`config.mk`:
```
export PLATFORM = sky130hd
export DESIGN_NAME = dial_level_pwm
export DESIGN_NICKNAME = d
export VERILOG_FILES = /design/src/rtl/dial_level_pwm.sv
export SDC_FILE = /design/constraint.sdc
export NUM_CORES = 1
export LEC_CHECK = 0
export BUFFER_PORTS_ARGS = -buffer_cell sky130_fd_sc_hd__buf_2
export CAP_MARGIN = 30
export CORE_UTILIZATION = 41
export DETAILED_ROUTE_END_ITERATION = 12
export GPL_TIMING_DRIVEN = 0
export PLACE_DENSITY_LB_ADDON = 0.05
export SLEW_MARGIN = 20
export SYNTH_ARGS = -nofsm -noshare
export SYNTH_HDL_FRONTEND = slang
export SYNTH_SLANG_ARGS = --single-unit
```
`constraint.sdc`:
```
create_clock -name clk -period 3.3 [get_ports clk]
set_input_delay 0.66 -clock clk [delete_from_list [all_inputs] [get_ports clk]]
set_output_delay 0.66 -clock clk [all_outputs]
set_load 0.01 [all_outputs]
```
`src/rtl/dial_level_pwm.sv`:
```
// Rotary-encoder level tracker with saturating brightness level, button mute/clear and PWM LED drive.
// Consumes a free-running encoder step counter and a toggling error line.
module dial_level_pwm #(
  parameter int unsigned CNT_W         = 8,
  parameter int unsigned LEVEL_W       = 5,
  parameter int unsigned STEPS_PER_DET = 4,
  parameter int unsigned PWM_W         = 8,
  parameter int unsigned LONG_CYCLES   = 8000000
) (
  input  logic               clk,
  input  logic               rst_n,
  input  logic [CNT_W-1:0]   count,
  input  logic               enc_err,
  input  logic               btn_n,
  output logic [LEVEL_W-1:0] level,
  output logic               step_up,
  output logic               step_dn,
  output logic               muted,
  output logic               err_flag,
  output logic               pwm_out
);

  localparam int unsigned ACC_W  = $clog2(STEPS_PER_DET) + 2;
  localparam int unsigned HOLD_W = $clog2(LONG_CYCLES + 1);

  localparam logic signed [ACC_W-1:0]  STEP_P    = ACC_W'(STEPS_PER_DET);
  localparam logic signed [ACC_W-1:0]  STEP_N    = -STEP_P;
  localparam logic signed [CNT_W-1:0]  D_ONE     = CNT_W'(1);
  localparam logic signed [CNT_W-1:0]  D_MONE    = -D_ONE;
  localparam logic [LEVEL_W-1:0]       LEVEL_MAX = {LEVEL_W{1'b1}};
  localparam logic [HOLD_W-1:0]        HOLD_LAST = HOLD_W'(LONG_CYCLES - 1);

  typedef enum logic [1:0] {StIdle, StPress, StHeld} btn_state_e;

  btn_state_e                state_q, state_d;
  logic [HOLD_W-1:0]         hold_cnt_q, hold_cnt_d;
  logic                      btn_prev_q;
  logic                      primed_q;
  logic [CNT_W-1:0]          prev_count_q;
  logic                      prev_err_q;
  logic signed [ACC_W-1:0]   acc_q, acc_d;
  logic [LEVEL_W-1:0]        level_q, level_d;
  logic                      step_up_q, step_up_d, step_dn_q, step_dn_d;
  logic                      muted_q, muted_d;
  logic                      err_q, err_d;
  logic [PWM_W-1:0]          pwm_cnt_q;
  logic [LEVEL_W-1:0]        duty_sh_q, duty_sh_d;
  logic                      pwm_out_q, pwm_out_d;

  logic                      mute_toggle, long_clear, jump;
  logic signed [CNT_W-1:0]   delta;
  logic signed [ACC_W-1:0]   step_sum;

  // Button FSM; btn_prev resets to "pressed" so a held button must be released before it counts.
  always_comb begin
    state_d     = state_q;
    hold_cnt_d  = hold_cnt_q;
    mute_toggle = 1'b0;
    long_clear  = 1'b0;
    unique case (state_q)
      StIdle: begin
        if (btn_prev_q && !btn_n) begin
          state_d    = StPress;
          hold_cnt_d = '0;
        end
      end
      StPress: begin
        if (btn_n) begin
          mute_toggle = 1'b1;
          state_d     = StIdle;
        end else if (hold_cnt_q == HOLD_LAST) begin
          long_clear = 1'b1;
          state_d    = StHeld;
        end else begin
          hold_cnt_d = hold_cnt_q + 1'b1;
        end
      end
      StHeld: begin
        if (btn_n) state_d = StIdle;
      end
      default: state_d = StIdle;
    endcase
  end

  always_comb begin
    delta     = count - prev_count_q;
    jump      = (delta > D_ONE) || (delta < D_MONE);
    step_sum  = acc_q + ACC_W'(delta);
    acc_d     = acc_q;
    level_d   = level_q;
    step_up_d = 1'b0;
    step_dn_d = 1'b0;
    err_d     = err_q;
    if (primed_q && !jump) begin
      if (step_sum == STEP_P) begin
        acc_d = '0;
        if (level_q != LEVEL_MAX) begin
          level_d   = level_q + 1'b1;
          step_up_d = 1'b1;
        end
      end else if (step_sum == STEP_N) begin
        acc_d = '0;
        if (level_q != '0) begin
          level_d   = level_q - 1'b1;
          step_dn_d = 1'b1;
        end
      end else begin
        acc_d = step_sum;
      end
    end
    if (primed_q && (jump || (enc_err != prev_err_q))) err_d = 1'b1;
    // Long-press clear overrides any step or error set on the same edge.
    if (long_clear) begin
      level_d   = '0;
      acc_d     = '0;
      err_d     = 1'b0;
      step_up_d = 1'b0;
      step_dn_d = 1'b0;
    end
    muted_d = muted_q ^ mute_toggle;
  end

  // Duty is latched only at the end of a period so level changes never cut a pulse short.
  always_comb begin
    duty_sh_d = (pwm_cnt_q == '1) ? level_q : duty_sh_q;
    pwm_out_d = !muted_q && (pwm_cnt_q[PWM_W-1 -: LEVEL_W] < duty_sh_q);
  end

  always_ff @(posedge clk or negedge rst_n) begin
    if (!rst_n) begin
      state_q      <= StIdle;
      hold_cnt_q   <= '0;
      btn_prev_q   <= 1'b0;
      primed_q     <= 1'b0;
      prev_count_q <= '0;
      prev_err_q   <= 1'b0;
      acc_q        <= '0;
      level_q      <= '0;
      step_up_q    <= 1'b0;
      step_dn_q    <= 1'b0;
      muted_q      <= 1'b0;
      err_q        <= 1'b0;
      pwm_cnt_q    <= '0;
      duty_sh_q    <= '0;
      pwm_out_q    <= 1'b0;
    end else begin
      state_q      <= state_d;
      hold_cnt_q   <= hold_cnt_d;
      btn_prev_q   <= btn_n;
      primed_q     <= 1'b1;
      prev_count_q <= count;
      prev_err_q   <= enc_err;
      acc_q        <= acc_d;
      level_q      <= level_d;
      step_up_q    <= step_up_d;
      step_dn_q    <= step_dn_d;
      muted_q      <= muted_d;
      err_q        <= err_d;
      pwm_cnt_q    <= pwm_cnt_q + 1'b1;
      duty_sh_q    <= duty_sh_d;
      pwm_out_q    <= pwm_out_d;
    end
  end

  assign level    = level_q;
  assign step_up  = step_up_q;
  assign step_dn  = step_dn_q;
  assign muted    = muted_q;
  assign err_flag = err_q;
  assign pwm_out  = pwm_out_q;

endmodule

```
# Yosys cells after proc, flatten, opt, wreduce, memory -nomap -nowiden
# Index checks and enable logic that the tools add are counted.
# totals
in_bits,12
word_cells,93
reg_bits,63
out_inout_bits,10
# op_classes
n_addsub,6
n_bitwise,1
n_eq_ne,14
mux,35
n_reduce_logical,19
magnitude_cmp,3
# ops
operator,count
two-way mux 23 bit,3
one-hot mux 23 bit (2 select lines),1
two-way mux 5 bit,6
adder 23 x 1 -> 23 bit (second input constant),1
equality test 23 bit (second input constant),1
two-way mux 1 bit,16
two-way mux 4 bit,4
adder 8 x 1 -> 8 bit (second input constant),1
equality test 8 bit (second input constant),1
> comparator 8 x 2 -> 1 bit (second input constant),1
less-than comparator 8 x 1 -> 1 bit (second input constant),1
two-way mux 2 bit,4
!= test 2 bit (second input constant),4
AND reduction 4 bit,2
subtractor 8 bit,1
one-hot mux 2 bit (3 select lines),1
nonzero test 2 bit,3
nonzero test 3 bit,2
adder 5 x 1 -> 5 bit (second input constant),1
less-than comparator 5 bit,1
!= test 5 bit (second input constant),1
nonzero test 5 bit,1
subtractor 5 x 1 -> 5 bit (second input constant),1
adder 4 bit,1
13 further kinds,19

# Depth between registers and ports, before layout
# Gate-level depths: netlist of the first run.
# logic_depth
ltp_word,7
mapped_depth,16
depth_no_buf,16

# Least setup slack after synthesis of the first run
# No wires, ideal clock.
# synth_path
path_kind,input to register
from,input count[0]
to,"register level_q[4], in the netlist level[4]"
cell_stages,15
n_path_buf,0
required_ns,3.222
t_arrival_ns,3.845
setup_slack_ns,-0.623
setup_time_ns,0.078
cell_sequence,inv_1 > ha_1 > inv_1 > fa_1 > inv_1 > fa_1 > xor2_1 > nor3b_1 > nand2_1 > fa_1 > a21o_1 > a21oi_1 > xor2_1 > or3_1 > a21oi_1
# synth_via
elab_chain_len,7
elab_cells_between_ends,17
classes_between,add/sub: 2; order compare: 2; eq/ne: 3; mux: 3; reduce/logical: 7
# synth_lines
item,line_no,source
from (decl),12,"input logic [CNT_W-1:0] count,"
subtractor 8 bit (*),86,delta = count - prev_count_q;
> comparator 8 x 2 -> 1 bit or less-than comparator 8 x 1 -> 1 bit (tied branches),87,jump = (delta > D_ONE) || (delta < D_MONE);
logical OR 1 bit,87,
logical NOT 1 bit,94,if (primed_q && !jump) begin
logical AND 1 bit,94,
nonzero test 2 bit (no source line),-,
AND reduction 4 bit (no source line),-,
to (signal assigned),154,level_q <= level_d;
to (decl),42,"logic [LEVEL_W-1:0] level_q, level_d;"
# Mark *: on every way between the ends. The rest lies on a longest branch, timed or not. The select of a mux whose other input is x is not followed.
# A chain may end at the register's enable or synchronous reset.

# Final worst setup path of the first run
# Same ends and word-level chain as after synthesis.

==> results.rst, run 1 <==
.. list-table::
   :header-rows: 1

   * - Metric
     - Value
   * - Post-layout min period
     - 3.36 ns
   * - Setup slack on the worst flop-to-flop path
     - -0.02 ns
   * - Startpoint of the most critical register-to-register path
     - prev_count_q[0]$_DFF_PN0_
   * - Worst Tran Pin Value
     - 0.706 ns
   * - Number of clock buffers inserted by TritonCTS
     - 9
   * - Number of iterations in the first detailed-routing pass
     - 4
   * - Vias in the first global route
     - 2373
   * - Overall fraction of global-route tracks in use
     - 0.166
   * - Count of routing violations after the opening detailed-route iteration
     - 69
   * - Category of the worst setup path launch point
     - input pin
   * - Number of hold violations in the final report
     - 0
   * - Overall via count from detail_route
     - 2372
   * - Post-route DRC
     - 0
   * - Starting density of the core
     - 0.431
   * - Area used by sequential logic in the layout
     - 0.00158 sq mm
   * - Clock-pin slew reported for the worst setup and hold paths after clock tree synthesis
     - 0.07 ns
   * - Sum of buffers and inverters on the critical path
     - 3
   * - Critical path arrival
     - 3.63 ns
   * - Initial antenna violation count
     - 0
   * - Number of storage elements in the synthesis netlist
     - 63
   * - Count of antenna-violating nets left after detailed routing
     - 0
   * - Clock root buffer
     - sky130_fd_sc_hd__clkbuf_8
   * - Largest net degree at the start of global routing
     - 43
   * - Vias per cell
     - 5.00
   * - Syn avg cell area
     - 10.2 sq um
   * - Die Height
     - 92.8 um
   * - Worst stage delay on the critical path
     - 0.57 ns
   * - WS Path Type
     - input pin to flop
   * - Sequential fraction of the synthesis area
     - 0.466
   * - Area occupied by multi-input gates
     - 0.00179 sq mm
   * - Worst clock skew
     - 0.0104 ns
   * - Synth Area in XOR/XNOR
     - 0.101
   * - Most common cell in the netlist
     - sky130_fd_sc_hd__dfrtp_1
   * - Data required time of the worst path
     - 3.57 ns
   * - Number of top-level pins
     - 22
   * - Combinational family with the most area after synthesis
     - simple AND/OR/NAND/NOR gates
   * - Full die area
     - 0.00861 sq mm
   * - Share of final-layout standard cells stronger than drive strength 1
     - 0.191
   * - Share of synthesized cell area in full adder, half adder and majority cells
     - 0.0955
   * - Count of fill cells added during filler insertion
     - 759
   * - Final WS setup
     - -0.0615 ns
   * - Setup-failing EPs final
     - 1
   * - Biggest area consumer among synthesized cells
     - sky130_fd_sc_hd__dfrtp_1
   * - Number of sinks driven by the clock tree
     - 63
   * - Unrepaired setup endpoints after global routing
     - yes
   * - Post-synthesis instance total
     - 331
   * - Slowest cell on the critical path
     - sky130_fd_sc_hd__fa_2
   * - Worst Setup SP
     - count[0]
   * - Proportion of synthesized area in mux cells
     - 0.0181
   * - Row cnt
     - 32
   * - Routed len/inst
     - 13.1 um
   * - Max Fclk
     - 297 MHz
   * - Power density relative to cell area
     - 557 mW/mm^2
   * - Yosys warns
     - 0
   * - Part of the cycle the worst path needs
     - 1.02
   * - Cell family contributing the most delay on the critical path
     - adder cells
   * - Cell types with the highest counts after synthesis
     - 63 x sky130_fd_sc_hd__dfrtp_1, 33 x sky130_fd_sc_hd__nor2_1, 23 x sky130_fd_sc_hd__inv_1, 23 x sky130_fd_sc_hd__nand2_1, 22 x sky130_fd_sc_hd__xor2_1
   * - Distinct cells, synth
     - 46
   * - Path length in cells of the critical path
     - 17
   * - Synthesized net count
     - 367
   * - Global placement routability congestion
     - 0.750
   * - Number of slew-limit violations in the final report
     - 0
   * - Die Width
     - 92.8 um
   * - Leakage power
     - 1.86 nW
   * - Skew-Pair Late Insertion Delay
     - 0.34 ns
   * - P&R area growth vs syn
     - 18.7%
   * - Quantity of hold-fixing buffers added after cts
     - 0
   * - Wire length of the first global-routing pass
     - 11100 um
   * - Worst Reg2Reg Path Length in Cells
     - 15
   * - Max Cap Viol
     - 0
   * - Area share of the largest cell type after synthesis
     - 0.466
   * - Crit end category
     - flop
   * - Final global-route overflow total
     - 0
   * - Core region area
     - 0.00785 sq mm
   * - Diode insertion count for antenna repair
     - 0
   * - Detailed Route WL
     - 6220 um
   * - Worst VDD drop
     - 0.214 mV
   * - Port Buf Inserts
     - 21
   * - Area of the mapped netlist
     - 0.00338 sq mm
   * - Post-synthesis compound-gate area fraction
     - 0.0948
   * - NumNets Final
     - 404
   * - Number of enable flip-flop cells after synthesis
     - 0
   * - Cell breakdown of the critical path
     - buf_8 > inv_6 > ha_4 > inv_2 > fa_2 > ha_4 > a21o_1 > a21oi_2 > xnor2_2 > xnor2_2 > nand2_4 > fa_2 > a21o_1 > a21oi_2 > xor2_1 > or3_1 > a21oi_1
   * - Worst setup slack after placement
     - -0.752 ns
   * - Clock tree from TritonCTS
     - built
   * - Share of async-settable or async-resettable flops after synthesis
     - 1.00
   * - Type of the tightest min-delay check
     - input pin to asynchronous set/reset pin
   * - Slew headroom
     - 0.526
   * - Post-Synth Simple-Gate Area
     - 0.190
   * - Cells taking the most area after synthesis
     - sky130_fd_sc_hd__dfrtp_1 47%, sky130_fd_sc_hd__ha_1 7.8%, sky130_fd_sc_hd__xor2_1 5.7%, sky130_fd_sc_hd__nor2_1 3.7%, sky130_fd_sc_hd__xnor2_1 3.6%
   * - Capture point of the worst path
     - level[4]$_DFFE_PN0P_
   * - Post-DP HPWL
     - 4450 um
   * - Ys flop type
     - sky130_fd_sc_hd__dfrtp_1
   * - Critical path peak fanout
     - 4
   * - CTS HTree Levels
     - 3
   * - Violated checks
     - negative setup slack
   * - Run status
     - complete, but fails checks
   * - End-of-flow core utilization
     - 0.511
   * - Endpoint of the worst-slack reg-to-reg timing path
     - level[4]$_DFFE_PN0P_
   * - Maximum clock path buffer count
     - 2
-- report_power, final --
group | leakage (nW) | switching, mW | total (mW) | internal, mW
clock network | 0.118 | 0.291 | 0.773 | 0.482
registers | 0.828 | 0.0597 | 0.886 | 0.827
logic | 0.911 | 0.297 | 0.574 | 0.276
-- worst reg2reg max path, cell delays in order (launching register included) --
cell and delay (ns):
sky130_fd_sc_hd__dfrtp_1 0.40, sky130_fd_sc_hd__ha_4 0.15, sky130_fd_sc_hd__inv_2 0.03, sky130_fd_sc_hd__fa_2 0.57
sky130_fd_sc_hd__ha_4 0.21, sky130_fd_sc_hd__a21o_1 0.16, sky130_fd_sc_hd__a21oi_2 0.18, sky130_fd_sc_hd__xnor2_2 0.15
sky130_fd_sc_hd__xnor2_2 0.16, sky130_fd_sc_hd__nand2_4 0.09, sky130_fd_sc_hd__fa_2 0.36, sky130_fd_sc_hd__a21o_1 0.17
sky130_fd_sc_hd__a21oi_2 0.12, sky130_fd_sc_hd__xor2_1 0.07, sky130_fd_sc_hd__or3_1 0.30, sky130_fd_sc_hd__a21oi_1 0.13
-- kinds of logic (layout without fill, tap and decap cells) --
kind of cell	after synthesis	after routing
AND/OR/NAND/NOR	121	121
flip-flops	63	63
AO/OA/AOI/OAI	50	50
XOR/XNOR	37	37
buffers and inverters	29	70
adder cells (fa/ha/maj)	24	24
multiplexers	6	6
other	1	1
-- final cells by class --
type / count / area share
clock buffers: 12 / 0.0412
repair buffers: 26 / 0.0437
inverters: 23 / 0.0228
flip-flops and latches: 63 / 0.393
well taps: 102 / 0.0318
multi-input cells: 239 / 0.445
plain buffers: 6 / 0.00593
clock inverters: 3 / 0.0162
-- routing by layer --
metal  wire, um  global-route usage  vias up
met3        207              0.0575        7
met2       2750               0.260       34
met4         78              0.0500        0
met5          0                   0        -
met1       3190               0.217     1126
li1           -                   -     1205
-- worst min-delay path by stage --
stage,end,depth (start not counted)
global placement,pwm_cnt_q[0]$_DFF_PN0_,1
detailed placement,pwm_cnt_q[0]$_DFF_PN0_,1
finish,pwm_cnt_q[3]$_DFF_PN0_,1
floorplan,acc_q[0]$_DFFE_PN0P_,0
global route,pwm_cnt_q[3]$_DFF_PN0_,1
CTS,pwm_cnt_q[3]$_DFF_PN0_,1
-- through the flow --
stage | total power, mW | instances | hold slack, ns | instance area [sq um] | TNS [ns]
2_1_floorplan | 1.29 | 331 | 0.364 | 3450 | -0.441
3_3_place_gp | 1.40 | 454 | 0.467 | 3680 | -1.77
3_5_place_dp | 1.42 | 455 | 0.475 | 3710 | -2.04
4_1_cts | 2.26 | 474 | 0.200 | 4000 | -0.0603
5_1_grt | 2.37 | 474 | 0.207 | 4010 | -0.179
6_report | 2.23 | 474 | 0.204 | 4010 | -0.0615
-- layout by cell type (no fill, tap or decap), types with 7 or more instances in the layout --
master	count
sky130_fd_sc_hd__a21oi_1	16
sky130_fd_sc_hd__and3_1	7
sky130_fd_sc_hd__buf_2	20
sky130_fd_sc_hd__clkbuf_8	12
sky130_fd_sc_hd__dfrtp_1	63
sky130_fd_sc_hd__ha_1	18
sky130_fd_sc_hd__inv_1	20
sky130_fd_sc_hd__nand2_1	22
sky130_fd_sc_hd__nand2b_1	7
sky130_fd_sc_hd__nand3_1	16
sky130_fd_sc_hd__nor2_1	33
sky130_fd_sc_hd__o21ai_0	18
sky130_fd_sc_hd__or3_1	9
sky130_fd_sc_hd__xnor2_1	12
sky130_fd_sc_hd__xor2_1	21
-- what timing repair did --
item / 4_1_cts / 5_1_grt
setup endpoints to repair: 2 / 2
resized for setup: 6 / 2
pin swaps: 5 / 0
buffers inserted: 4 / 0
-- registers in the layout (all words and copies together), names as in the netlist, 2 cells and up --
| register | count |
|---|---|
| prev_count_q | 8 |
| state_q | 2 |
| hold_cnt_q | 23 |
| level | 5 |
| pwm_cnt_q | 8 |
| duty_sh_q | 5 |
| acc_q | 4 |
(Power assumes the default switching activity.)
==> inputs of run 2 (changes only) <==
--- a/config.mk
+++ b/config.mk
@@ -9,7 +9,6 @@
 export CAP_MARGIN = 30
 export CORE_UTILIZATION = 41
 export DETAILED_ROUTE_END_ITERATION = 12
-export GPL_TIMING_DRIVEN = 0
 export PLACE_DENSITY_LB_ADDON = 0.05
 export SLEW_MARGIN = 20
 export SYNTH_ARGS = -nofsm -noshare
==> run 2 against run 1 <==
Net effect: the flow still finishes with violations (negative setup slack); via count up 1.3%; core utilization up 0.65 points; global-route usage about the same; maximum frequency up 0.53%; clock power down 20%; clock skew up 0.0028 ns; critical endpoint unchanged; largest power group unchanged; highest routed layer unchanged.
==> results.rst, run 2 (same netlist as run 1, synthesis figures left out) <==
.. list-table::
   :header-rows: 1

   * - Metric
     - Value
   * - WS Path Type
     - input pin to flop (unchanged)
   * - Worst clock skew
     - 0.0132 ns (was 0.0104 ns)
   * - Overall power consumption
     - 2.15 mW (was 2.23 mW)
   * - P&R area growth vs syn
     - 20.2% (was 18.7%)
   * - Clock-pin slew reported for the worst setup and hold paths after clock tree synthesis
     - 0.09 ns (was 0.07 ns)
   * - End-of-flow core utilization
     - 0.518 (was 0.511)
   * - Worst VDD drop
     - 0.235 mV (was 0.214 mV)
   * - Data required time of the worst path
     - 3.57 ns (about the same)
   * - Placed cell areas
     - 0.00383 sq mm (was 0.00371 sq mm)
   * - Number of top-level pins
     - 22 (unchanged)
   * - Post-DP HPWL
     - 4630 um (was 4450 um)
   * - Share of power burned in the clock network
     - 0.287 (was 0.346)
   * - Switching part of the total
     - 0.326 (was 0.290)
   * - Vias in the first global route
     - 2437 (was 2373)
   * - Row cnt
     - 32 (unchanged)
   * - Violated checks
     - negative setup slack (unchanged)
   * - Sw Pwr
     - 0.700 mW (was 0.648 mW)
   * - Worst Setup SP
     - count[0] (unchanged)
   * - Unrepaired setup endpoints after global routing
     - yes (unchanged)
   * - Max Cap Viol
     - 0 (unchanged)
   * - Internal Pwr Total
     - 1.45 mW (was 1.58 mW)
   * - Final global-route overflow total
     - 0 (unchanged)
   * - Number of clock buffers inserted by TritonCTS
     - 9 (unchanged)
   * - Worst Reg2Reg Path Length in Cells
     - 15 (unchanged)
   * - Die Height
     - 92.8 um (unchanged)
   * - Commonest non-fill, non-tap cell in the layout
     - sky130_fd_sc_hd__dfrtp_1 (unchanged)
   * - Clock tree from TritonCTS
     - built (unchanged)
   * - Detailed Route WL
     - 6230 um (was 6220 um)
   * - NumNets Final
     - 417 (was 404)
   * - Post-route DRC
     - 0 (unchanged)
   * - Final std cells w/o fill
     - 488 (was 474)
   * - Logic gate share of total power
     - 0.299 (was 0.257)
   * - Regs by FF count
     - hold_cnt_q (23), prev_count_q (8), pwm_cnt_q (8) (unchanged)
   * - Final Cell Area
     - 0.00406 sq mm (was 0.00401 sq mm)
   * - Overall fraction of global-route tracks in use
     - 0.167 (was 0.166)
   * - Count of fill cells added during filler insertion
     - 768 (was 759)
   * - Part of the cycle the worst path needs
     - 1.01 (was 1.02)
   * - Share of final-layout standard cells stronger than drive strength 1
     - 0.233 (was 0.191)
   * - Vias per cell
     - 4.92 (was 5.00)
   * - Port Buf Inserts
     - 21 (unchanged)
   * - Maximum clock path buffer count
     - 2 (unchanged)
   * - Core region area
     - 0.00785 sq mm (unchanged)
   * - Count of antenna-violating nets left after detailed routing
     - 0 (unchanged)
   * - Post-route worst hold slack
     - 0.264 ns (was 0.204 ns)
   * - Starting density of the core
     - 0.431 (unchanged)
   * - Quantity of hold-fixing buffers added after cts
     - 0 (unchanged)
   * - Max Fclk
     - 299 MHz (was 297 MHz)
   * - Category of the worst setup path launch point
     - input pin (unchanged)
   * - Initial antenna violation count
     - 0 (unchanged)
   * - CTS HTree Levels
     - 3 (unchanged)
   * - Skew-Pair Late Insertion Delay
     - 0.34 ns (about the same)
   * - Number of sinks driven by the clock tree
     - 63 (unchanged)
   * - Setup-failing EPs final
     - 1 (unchanged)
   * - Count of routing violations after the opening detailed-route iteration
     - 64 (was 69)
   * - Final WS setup
     - -0.0436 ns (was -0.0615 ns)
   * - Critical path arrival
     - 3.61 ns (was 3.63 ns)
   * - Number of placed instances, taps included
     - 470 (was 455)
   * - Crit end category
     - flop (unchanged)
   * - Number of iterations in the first detailed-routing pass
     - 4 (unchanged)
   * - Most frequent cells in the layout
     - 63 x sky130_fd_sc_hd__dfrtp_1, 33 x sky130_fd_sc_hd__nor2_1, 24 x sky130_fd_sc_hd__buf_4, 22 x sky130_fd_sc_hd__nand2_1, 22 x sky130_fd_sc_hd__xor2_1 (was 63 x sky130_fd_sc_hd__dfrtp_1, 33 x sky130_fd_sc_hd__nor2_1, 22 x sky130_fd_sc_hd__nand2_1, 21 x sky130_fd_sc_hd__xor2_1)
   * - Number of hold violations in the final report
     - 0 (unchanged)
   * - Critical path peak fanout
     - 4 (unchanged)
   * - Power density relative to cell area
     - 528 mW/mm^2 (was 557 mW/mm^2)
   * - Startpoint of the most critical register-to-register path
     - prev_count_q[0]$_DFF_PN0_ (unchanged)
   * - Full die area
     - 0.00861 sq mm (unchanged)
   * - Largest net degree at the start of global routing
     - 25 (was 43)
   * - Leakage power
     - 1.89 nW (was 1.86 nW)
   * - Number of slew-limit violations in the final report
     - 0 (unchanged)
   * - Die Width
     - 92.8 um (unchanged)
   * - Routed len/inst
     - 12.8 um (was 13.1 um)
   * - Max FFs per register
     - 23 (unchanged)
   * - Diode insertion count for antenna repair
     - 0 (unchanged)
   * - Clock root buffer
     - sky130_fd_sc_hd__clkbuf_8 (unchanged)
   * - Post-layout min period
     - 3.34 ns (was 3.36 ns)
   * - Register share of total power
     - 0.413 (was 0.397)
   * - Largest reg by FF count
     - hold_cnt_q (unchanged)
   * - Global placement routability congestion
     - 0.795 (was 0.750)
   * - Type of the tightest min-delay check
     - input pin to asynchronous set/reset pin (unchanged)
   * - Wire length of the first global-routing pass
     - 11100 um (about the same)
   * - Run status
     - complete, but fails checks (unchanged)
   * - Overall via count from detail_route
     - 2402 (was 2372)
run 2: cell types whose count changed in the layout (fill, tap and decap cells not counted), sizes merged:
cell,previous run,this run
clkinvlp,0,2
bufinv,2,0
clkbuf,17,9
clkinv,1,4
inv,23,24
buf,27,45
run 2: repair_timing:
item | in CTS | in global routing
endpoints found under the setup margin | 1 | 2
pin swaps | 7 | 2
resized for setup | 2 | 2
buffers inserted | 2 | 0
run 2: layout make-up:
class | instances | area (sq um) | area share
flip-flops and latches | 63 | 1580 | 0.388
clock buffers | 9 | 124 | 0.0305
clock inverters | 7 | 58.8 | 0.0145
repair buffers | 45 | 292 | 0.0718
well taps | 102 | 128 | 0.0314
inverters | 23 | 88.8 | 0.0219
multi-input cells | 239 | 1800 | 0.442
run 2: per-layer routing:
layer	global-route usage	vias to the layer above	share of wire
li1	-	1233	-
met1	0.222	1129	0.51
met2	0.259	30	0.45
met3	0.0328	10	0.022
met4	0.0808	0	0.019
met5	0	-	0
run 2: power groups by stage:
stage | sequential (mW) | clock (mW) | combinational, mW
after global placement | 0.900 | 0 | 0.592
after detailed placement | 0.901 | 0 | 0.606
after floorplan | 0.891 | 0 | 0.401
after global routing | 0.899 | 0.672 | 0.725
final | 0.886 | 0.617 | 0.643
after CTS | 0.886 | 0.641 | 0.636
run 2: worst paths after layout:
kind	slack, ns	end
worst max-delay path	-0.04	level[4]$_DFFE_PN0P_
worst min-delay path	0.26	pwm_cnt_q[7]$_DFF_PN0_
worst max register to register	-0.01	level[4]$_DFFE_PN0P_
worst min register to register	0.48	pwm_cnt_q[0]$_DFF_PN0_
max in group asynchronous	2.33	prev_count_q[5]$_DFF_PN0_
min in group clk	0.43	prev_count_q[0]$_DFF_PN0_
run 2: worst max-delay path, cell delays in order:
cell and delay, ns:
sky130_fd_sc_hd__buf_6 0.10, sky130_fd_sc_hd__inv_4 0.05, sky130_fd_sc_hd__ha_4 0.11, sky130_fd_sc_hd__inv_2 0.03, sky130_fd_sc_hd__fa_2 0.58, sky130_fd_sc_hd__ha_4 0.21
sky130_fd_sc_hd__a21o_1 0.16, sky130_fd_sc_hd__a21oi_2 0.17, sky130_fd_sc_hd__xnor2_2 0.14, sky130_fd_sc_hd__xnor2_2 0.14, sky130_fd_sc_hd__nand2_2 0.11, sky130_fd_sc_hd__ha_1 0.34
sky130_fd_sc_hd__a21o_1 0.20, sky130_fd_sc_hd__a21oi_2 0.12, sky130_fd_sc_hd__xor2_1 0.08, sky130_fd_sc_hd__or3_1 0.30, sky130_fd_sc_hd__a21oi_1 0.12
run 2: metrics by stage:
| stage | worst slack, ns | TNS, ns |
|---|---|---|
| after floorplan | -0.359 | -0.441 |
| after global placement | -0.486 | -1.52 |
| after detailed placement | -0.533 | -1.72 |
| after CTS | -0.0337 | -0.0337 |
| after global routing | -0.165 | -0.195 |
| final | -0.0436 | -0.0436 |
==> inputs of run 3 (changes only) <==
--- a/config.mk
+++ b/config.mk
@@ -10,6 +10,7 @@
 export CORE_UTILIZATION = 41
 export DETAILED_ROUTE_END_ITERATION = 12
 export PLACE_DENSITY_LB_ADDON = 0.05
+export SKIP_CTS_REPAIR_TIMING = 1
 export SLEW_MARGIN = 20
 export SYNTH_ARGS = -nofsm -noshare
 export SYNTH_HDL_FRONTEND = slang
==> run 3 against run 2 <==
Net effect: the flow still finishes with violations (negative setup slack); core utilization is 0.41 points higher; clock power hardly changed; via count hardly changed; die area stayed put; sequential share of layout area is 0.31 points lower; hold slack better by 0.0011 ns; total power is 0.62% higher; final cell count is 0.20% lower; final area is 0.80% higher; critical path type unchanged.
==> results.rst, run 3 (same netlist as run 1, synthesis figures left out) <==
.. list-table::
   :header-rows: 1

   * - Metric
     - Value
   * - Max Cap Viol
     - 0 (unchanged)
   * - Initial antenna violation count
     - 0 (unchanged)
   * - Final WS setup
     - -0.108 ns (was -0.0436 ns)
   * - Clock-pin slew reported for the worst setup and hold paths after clock tree synthesis
     - 0.09 ns (about the same)
   * - Type of the tightest min-delay check
     - input pin to asynchronous set/reset pin (unchanged)
   * - Number of top-level pins
     - 22 (unchanged)
   * - Final Cell Area
     - 0.00410 sq mm (was 0.00406 sq mm)
   * - Setup-failing EPs final
     - 1 (unchanged)
   * - Most frequent cells in the layout
     - 63 x sky130_fd_sc_hd__dfrtp_1, 33 x sky130_fd_sc_hd__nor2_1, 22 x sky130_fd_sc_hd__xor2_1, 22 x sky130_fd_sc_hd__buf_4, 21 x sky130_fd_sc_hd__nand2_1 (was 63 x sky130_fd_sc_hd__dfrtp_1, 33 x sky130_fd_sc_hd__nor2_1, 24 x sky130_fd_sc_hd__buf_4, 22 x sky130_fd_sc_hd__nand2_1, 22 x sky130_fd_sc_hd__xor2_1)
   * - Count of antenna-violating nets left after detailed routing
     - 0 (unchanged)
   * - Post-route worst hold slack
     - 0.265 ns (was 0.264 ns)
   * - Cell breakdown of the critical path
     - buf_6 > inv_4 > ha_4 > inv_2 > fa_2 > ha_4 > a21o_1 > a21oi_2 > xnor2_2 > xnor2_2 > nand2_2 > fa_2 > a21o_1 > a21oi_2 > xor2_1 > or3_1 > a21oi_2 (was buf_6 > inv_4 > ha_4 > inv_2 > fa_2 > ha_4 > a21o_1 > a21oi_2 > xnor2_2 > xnor2_2 > nand2_2 > ha_1 > a21o_1 > a21oi_2 > xor2_1 > or3_1 > a21oi_1)
   * - Leakage power
     - 1.89 nW (about the same)
   * - Vias per cell
     - 4.93 (was 4.92)
   * - Starting density of the core
     - 0.431 (unchanged)
   * - CTS HTree Levels
     - 3 (unchanged)
   * - Number of hold violations in the final report
     - 0 (unchanged)
   * - Full die area
     - 0.00861 sq mm (unchanged)
   * - Final global-route overflow total
     - 0 (unchanged)
   * - Max Fclk
     - 293 MHz (was 299 MHz)
   * - NumNets Final
     - 416 (was 417)
   * - Regs by FF count
     - hold_cnt_q (23), prev_count_q (8), pwm_cnt_q (8) (unchanged)
   * - Placed cell areas
     - 0.00383 sq mm (unchanged)
   * - Detailed Route WL
     - 6290 um (was 6230 um)
   * - Overall fraction of global-route tracks in use
     - 0.166 (was 0.167)
   * - Category of the worst setup path launch point
     - input pin (unchanged)
   * - Routed met3 length
     - 132 um (was 135 um)
   * - Port Buf Inserts
     - 21 (unchanged)
   * - Power density relative to cell area
     - 527 mW/mm^2 (was 528 mW/mm^2)
   * - Vias in the first global route
     - 2431 (was 2437)
   * - Crit-path most repeated cell
     - sky130_fd_sc_hd__a21oi_2
   * - Number of sinks driven by the clock tree
     - 63 (unchanged)
   * - Endpoint of the worst-slack reg-to-reg timing path
     - level[4]$_DFFE_PN0P_ (unchanged)
   * - Startpoint of the most critical register-to-register path
     - prev_count_q[0]$_DFF_PN0_ (unchanged)
   * - Maximum clock path buffer count
     - 2 (unchanged)
   * - Overall power consumption
     - 2.16 mW (was 2.15 mW)
   * - Worst VDD drop
     - 0.236 mV (was 0.235 mV)
   * - Count of fill cells added during filler insertion
     - 767 (was 768)
   * - Diode insertion count for antenna repair
     - 0 (unchanged)
   * - Largest reg by FF count
     - hold_cnt_q (unchanged)
   * - Global placement routability congestion
     - 0.795 (unchanged)
   * - Routed length on met2
     - 2810 um (was 2770 um)
   * - Part of the cycle the worst path needs
     - 1.03 (was 1.01)
   * - Critical path peak fanout
     - 4 (unchanged)
   * - Wire length of the first global-routing pass
     - 11100 um (about the same)
   * - Critical path arrival
     - 3.68 ns (was 3.61 ns)
   * - WS Path Type
     - input pin to flop (unchanged)
   * - Unrepaired setup endpoints after global routing
     - yes (unchanged)
   * - Post-DP HPWL
     - 4630 um (unchanged)
   * - Clock tree from TritonCTS
     - built (unchanged)
   * - Die Height
     - 92.8 um (unchanged)
   * - Worst clock skew
     - 0.0132 ns (about the same)
   * - Capture point of the worst path
     - level[4]$_DFFE_PN0P_ (unchanged)
   * - Commonest non-fill, non-tap cell in the layout
     - sky130_fd_sc_hd__dfrtp_1 (unchanged)
   * - Top layer used by detailed routing
     - met4 (unchanged)
   * - Data required time of the worst path
     - 3.57 ns (about the same)
   * - Worst stage delay on the critical path
     - 0.58 ns (about the same)
   * - P&R area growth vs syn
     - 21.2% (was 20.2%)
   * - Slowest cell on the critical path
     - sky130_fd_sc_hd__fa_2 (unchanged)
   * - Worst Reg2Reg Path Length in Cells
     - 15 (unchanged)
   * - Share of final-layout standard cells stronger than drive strength 1
     - 0.244 (was 0.233)
   * - Max FFs per register
     - 23 (unchanged)
   * - Run status
     - complete, but fails checks (unchanged)
   * - Crit end category
     - flop (unchanged)
   * - Overall via count from detail_route
     - 2400 (was 2402)
   * - Clock root buffer
     - sky130_fd_sc_hd__clkbuf_8 (unchanged)
   * - Number of clock buffers inserted by TritonCTS
     - 9 (unchanged)
   * - Post-layout min period
     - 3.41 ns (was 3.34 ns)
   * - Die Width
     - 92.8 um (unchanged)
   * - Violated checks
     - negative setup slack (unchanged)
   * - Worst Setup SP
     - count[0] (unchanged)
   * - Wire length on met1
     - 3240 um (was 3200 um)
   * - Routed len/inst
     - 12.9 um (was 12.8 um)
   * - Setup slack on the worst flop-to-flop path
     - -0.07 ns (was -0.01 ns)
   * - Number of slew-limit violations in the final report
     - 0 (unchanged)
   * - Core region area
     - 0.00785 sq mm (unchanged)
   * - Row cnt
     - 32 (unchanged)
   * - Largest net degree at the start of global routing
     - 25 (unchanged)
   * - Post-route DRC
     - 0 (unchanged)
   * - Skew-Pair Late Insertion Delay
     - 0.34 ns (about the same)
   * - Count of routing violations after the opening detailed-route iteration
     - 78 (was 64)
   * - Number of iterations in the first detailed-routing pass
     - 4 (unchanged)
[run 3: worst min-delay path by stage]
stage                           startpoint                     end  depth (start not counted)
floorplan                            rst_n    acc_q[0]$_DFFE_PN0P_                          0
global placement    pwm_cnt_q[0]$_DFF_PN0_  pwm_cnt_q[0]$_DFF_PN0_                          1
detailed placement  pwm_cnt_q[0]$_DFF_PN0_  pwm_cnt_q[0]$_DFF_PN0_                          1
CTS                                  rst_n  pwm_cnt_q[7]$_DFF_PN0_                          1
global route                         rst_n         muted$_DFF_PN0_                          1
finish                               rst_n  pwm_cnt_q[7]$_DFF_PN0_                          1
[run 3: per-stage QoR]
stage | std cells | setup WS (ns) | util | TNS, ns
final | 487 | -0.108 | 0.522 | -0.108
after global routing | 487 | -0.239 | 0.522 | -0.251
after CTS | 486 | -0.173 | 0.512 | -0.173
after detailed placement | 470 | -0.533 | 0.489 | -1.72
after global placement | 470 | -0.486 | 0.489 | -1.52
after floorplan | 331 | -0.359 | - | -0.441
[run 3: layer usage]
| metal | vias up | GRT usage |
|---|---|---|
| met5 | - | 0 |
| met2 | 25 | 0.257 |
| met4 | 0 | 0.0808 |
| met3 | 8 | 0.0328 |
| met1 | 1137 | 0.223 |
| li1 | 1230 | - |
[run 3: power breakdown]
part           internal, mW  leakage, nW  switching, mW
Clock                 0.280       0.0860          0.339
Combinational         0.339        0.974          0.313
Sequential            0.826        0.828         0.0621
[run 3: layout make-up]
cell class	instances	area [sq um]	share of cell area
Multi-Input combinational cell	239	1830	0.447
Sequential cell	63	1580	0.385
Timing Repair Buffer	44	288	0.0703
Tap cell	102	128	0.0312
Clock buffer	9	124	0.0302
Inverter	23	88.8	0.0217
Clock inverter	7	58.8	0.0144
[run 3: worst max-delay path, delay by kind of cell]
kind | cells | cell delay, ns
xor gates and xnor gates | 3 | 0.37
AOI/OAI and AO/OA | 5 | 0.74
buffers and inverters | 3 | 0.18
and+or+nand+nor | 2 | 0.47
adders and majority gates | 4 | 1.27
